$ cat config.mk
export PLATFORM = sky130hd
export DESIGN_NAME = srl_pipe
export DESIGN_NICKNAME = d
export VERILOG_FILES = /design/src/rtl/srl_pipe.sv
export SDC_FILE = /design/constraint.sdc
export NUM_CORES = 1
export LEC_CHECK = 0
export CAP_MARGIN = 40
export CORE_UTILIZATION = 55
export CTS_CLUSTER_DIAMETER = 100
export CTS_CLUSTER_SIZE = 24
export DETAILED_ROUTE_END_ITERATION = 10
export PLACE_DENSITY = 0.82
export SLEW_MARGIN = 10
export SYNTH_ARGS = -nofsm -noshare
export SYNTH_HDL_FRONTEND = slang
export SYNTH_SLANG_ARGS = --single-unit
$ cat constraint.sdc
create_clock -name clk -period 1.62 [get_ports clk]
set_input_delay 0.243 -clock clk [delete_from_list [all_inputs] [get_ports clk]]
set_output_delay 0.243 -clock clk [all_outputs]
set_load 0.02 [all_outputs]
$ cat src/rtl/srl_pipe.sv
// srl_pipe: 4-stage pipelined 16-bit right shifter (8,4,2,1), logical/arithmetic, valid/ready.
// Define SRL_PIPE_ROUND_EN to round half up using the guard bit; otherwise the result is truncated.
module srl_pipe (
  input  logic        clk,
  input  logic        rst,
  input  logic        in_valid,
  output logic        in_ready,
  input  logic [15:0] a,
  input  logic [3:0]  shift,
  input  logic        arith,
  output logic        out_valid,
  input  logic        out_ready,
  output logic [15:0] out
);
`ifdef SRL_PIPE_ROUND_EN
  localparam int W = 17;
`else
  localparam int W = 16;
`endif
  logic         en;
  logic [W-1:0] x0, y;
  logic         v1_q, v1_d, v2_q, v2_d, v3_q, v3_d, v4_q, v4_d;
  logic [W-1:0] x1_q, x1_d, x2_q, x2_d, x3_q, x3_d;
  logic [2:0]   sh1_q, sh1_d;
  logic [1:0]   sh2_q, sh2_d;
  logic         sh3_q, sh3_d;
  logic         f1_q, f1_d, f2_q, f2_d, f3_q, f3_d;
  logic [15:0]  out_q, out_d;
  // {value, guard} shifted right by n with the carried fill bit when s is set
  function automatic logic [W-1:0] rsh(input logic [W-1:0] x, input logic f, input logic s, input int n);
    logic [W-1:0] t;
    t = W'({{16{f}}, x} >> n);
    return s ? t : x;
  endfunction
  assign en        = !v4_q || out_ready;
  assign in_ready  = en;
  assign out_valid = v4_q;
  assign out       = out_q;
  always_comb begin
`ifdef SRL_PIPE_ROUND_EN
    x0 = {a, 1'b0};
`else
    x0 = a;
`endif
    f1_d  = arith & a[15];
    v1_d  = in_valid;
    x1_d  = rsh(x0, f1_d, shift[3], 8);
    sh1_d = shift[2:0];
    v2_d  = v1_q;
    x2_d  = rsh(x1_q, f1_q, sh1_q[2], 4);
    sh2_d = sh1_q[1:0];
    f2_d  = f1_q;
    v3_d  = v2_q;
    x3_d  = rsh(x2_q, f2_q, sh2_q[1], 2);
    sh3_d = sh2_q[0];
    f3_d  = f2_q;
    v4_d  = v3_q;
    y     = rsh(x3_q, f3_q, sh3_q, 1);
`ifdef SRL_PIPE_ROUND_EN
    out_d = y[16:1] + 16'(y[0]);
`else
    out_d = y;
`endif
  end
  always_ff @(posedge clk) begin
    if (rst) begin
      v1_q  <= 1'b0;
      v2_q  <= 1'b0;
      v3_q  <= 1'b0;
      v4_q  <= 1'b0;
      x1_q  <= '0;
      x2_q  <= '0;
      x3_q  <= '0;
      sh1_q <= '0;
      sh2_q <= '0;
      sh3_q <= 1'b0;
      f1_q  <= 1'b0;
      f2_q  <= 1'b0;
      f3_q  <= 1'b0;
      out_q <= '0;
    end else if (en) begin
      v1_q  <= v1_d;
      v2_q  <= v2_d;
      v3_q  <= v3_d;
      v4_q  <= v4_d;
      x1_q  <= x1_d;
      x2_q  <= x2_d;
      x3_q  <= x3_d;
      sh1_q <= sh1_d;
      sh2_q <= sh2_d;
      sh3_q <= sh3_d;
      f1_q  <= f1_d;
      f2_q  <= f2_d;
      f3_q  <= f3_d;
      out_q <= out_d;
    end
  end
endmodule

==> results.py <==
metrics = {
    "status": {
        "status": "finished, final reports clean",
    },
    "layout": {
        "nFillCells": 512,
        "fin_cells": 463,
        "area_delta_synth_final_pct": 17.9,
        "drive_gt1_frac": 0.249,
        "fin_nets": 407,
        "antenna_cells": 0,
    },
    "yosys": {
        "ys_types": 18,
        "synth_area_leader_cell": "dfxtp_1",
        "synth_ff_type": "dfxtp_1",
        "synth-edff-count": 0,
        "seq_area_frac_synth": 0.427,
        "synthesis.area_sq_mm": 0.00361,
        "synth.most_common_cell": "dfxtp_1",
        "ys_warn_count": 0,
        "ys_ff_latch": 77,
        "syn_inst": 344,
        "ys_top_cells_by_count": "dfxtp_1, nor2_1, a211oi_2, mux2i_1, nand2_1",
        "syn_nets": 369,
        "ys_async_sr_fraction": 0,
        "synth_area_leaders": "dfxtp_1, a211oi_2, mux2i_1",
        "syn_area_per_cell_sq_um": 10.5,
        "yosys.area.top_type_share": 0.427,
    },
    "cts": {
        "clkTransAtPathRegs_ps": 70,
        "cts.hold.buffers_added": 0,
        "cts_buffers": 9,
        "root_buffer": "clkbuf_8",
        "clk_latency_ps": 340,
        "post_cts_buffers": 0,
        "cts_tree": "yes",
        "clkSinkCount": 77,
        "clk_path_buf_depth": 2,
        "htree_levels": 3,
    },
    "setup_path": {
        "critical_path_buf_inv_count": 1,
        "critPathSlowestCell": "clkdlybuf4s50_1",
        "crit_family": "buffers and inverters",
        "worstSetupPathType": "register to output pin",
        "cp.required_ps": 1380,
        "worstPathCellList": "clkdlybuf4s50_1",
        "critPathLaunchType": "register",
        "cpPeakStageDelay_ps": 610,
        "cp_max_fo": 2,
        "worstPathArrival_ps": 1290,
        "cp-end-kind": "output pin",
    },
    "worst_hold_path": {
        "hold_path.class": "primary input to register",
    },
    "die": {
        "core_sq_mm": 0.00635,
        "die_x_um": 83.0,
        "rows": 29,
        "initial_core_util": 0.568,
        "ioPinCount": 43,
        "dieArea_sq_mm": 0.00689,
        "fp.dieH_um": 83.0,
    },
    "sta": {
        "setup_tns_ps": 0,
        "rsz0062_at_grt": "false",
        "max_slew_margin": 0.615,
        "finalHoldViolCount": 0,
        "worst_pin_slew_ps": 575,
        "timing.final.ws_setup_ps": 90.3,
        "finalMaxSlewViolations": 0,
        "finalCritPeriodShare": 0.944,
        "clock.fmax_ghz": 0.654,
        "layout_min_cycle_time_ps": 1530,
        "fin_worst_skew_ps": 6.10,
        "setup_viol": 0,
    },
    "route": {
        "wl_per_cell_um": 14.3,
        "drt-pass1-iter-count": 4,
        "drtAntennaViolNets": 0,
        "drc": 0,
        "vias": 2505,
        "vias_per_cell": 5.41,
        "routed_wl_mm": 6.62,
        "drt-initial-drc-count": 130,
    },
    "grt": {
        "grt_use_met3": 0.0497,
        "grt_max_degree": 36,
        "antenna_found_initial": 0,
        "top_usage_layer": "met2",
        "overflow": 0,
        "use_met2": 0.330,
        "grt_pass1_wl_mm": 11.4,
        "grt_pass1_vias": 2387,
        "use_met1": 0.268,
        "grtUsageTotal": 0.206,
    },
    "pwr": {
        "ir_drop_uv": 579,
        "power_density_mw_per_mm2": 881,
        "p_leak_nw": 1.60,
    },
    "placement": {
        "pre_cts_slack_ps": -98.8,
        "dp.cells": 448,
        "gp_congestion": 0.752,
        "place_hpwl_mm": 4.58,
        "placement.io_buffers": 42,
    },
    "job": {
        "maxCapViolations": 0,
    },
}
stage by stage:
stage,util,total power [mW],hold WS (ps),instance area (sq um)
6_report,0.670,3.74,369,4250
5_1_grt,0.670,3.90,364,4250
4_1_cts,0.670,3.77,357,4250
3_5_place_dp,0.645,2.55,444,4090
3_3_place_gp,0.645,2.54,438,4090
2_1_floorplan,-,2.39,380,3610
power by group:
part | internal [mW] | switching (mW) | total [mW]
sequential | 1.99 | 0.0660 | 2.05
combinational | 0.236 | 0.219 | 0.454
clock | 0.587 | 0.649 | 1.24
total | 2.81 | 0.934 | 3.74
final timing paths:
check,startpoint,endpoint,slack [ps],cells after the start
worst max-delay path,out[11],out[11],90,1
worst min-delay path,rst,x3_q[12],370,2
worst max register to register,out_valid,x1_q[10],300,4
worst min register to register,v3_q,v3_q,450,2
final cells by class:
type	count	area (sq um)	share of cell area
clock inverter	2	10.0	0.00235
inverter	1	6.26	0.00147
clock buffer	13	149	0.0350
sequential	77	1540	0.363
tap	77	96.3	0.0227
timing repair buffer	60	627	0.147
multi-input combinational	233	1820	0.428
cells by family after synthesis:
| group | synth area share |
|---|---|
| flip-flops | 0.427 |
| AND/OR/NAND/NOR | 0.116 |
| buffers and inverters | 0.0676 |
| AO/OA/AOI/OAI | 0.234 |
| multiplexers | 0.155 |
registers in the layout (all words and copies together), names as in the netlist:
register   count
sh2_q          2
out_valid      1
sh1_q          3
x2_q          16
v2_q           1
f2_q           1
v3_q           1
x1_q          16
out           16
v1_q           1
x3_q          16
f1_q           1
sh3_q          1
f3_q           1
layer usage:
| layer | vias up | wire, um |
|---|---|---|
| met5 | - | 0 |
| met4 | 0 | 97 |
| met3 | 10 | 213 |
| met2 | 49 | 3120 |
| met1 | 1157 | 3190 |
| li1 | 1289 | - |
cells in the final DEF (no fill, tap or decap), types with 2 or more instances in the layout:
| cell | netlist | layout |
|---|---|---|
| a211oi_1 | 7 | 7 |
| a211oi_2 | 56 | 56 |
| a21oi_1 | 8 | 8 |
| a21oi_2 | 5 | 5 |
| buf_12 | 0 | 6 |
| buf_4 | 8 | 13 |
| clkbuf_1 | 6 | 3 |
| clkbuf_8 | 0 | 10 |
| clkdlybuf4s50_1 | 0 | 40 |
| clkinv_2 | 0 | 2 |
| dfxtp_1 | 77 | 77 |
| mux2i_1 | 56 | 56 |
| nand2_1 | 24 | 24 |
| nand2b_1 | 8 | 8 |
| nand3_2 | 2 | 2 |
| nor2_1 | 65 | 65 |
what timing repair did:
| item | 4_1_cts | 5_1_grt |
|---|---|---|
| setup endpoints to repair | 1 | 0 |
| resized for setup | 1 | 0 |
| endpoints found under the hold margin | 0 | 0 |
Note: power is estimated with default switching activity, not from simulation.
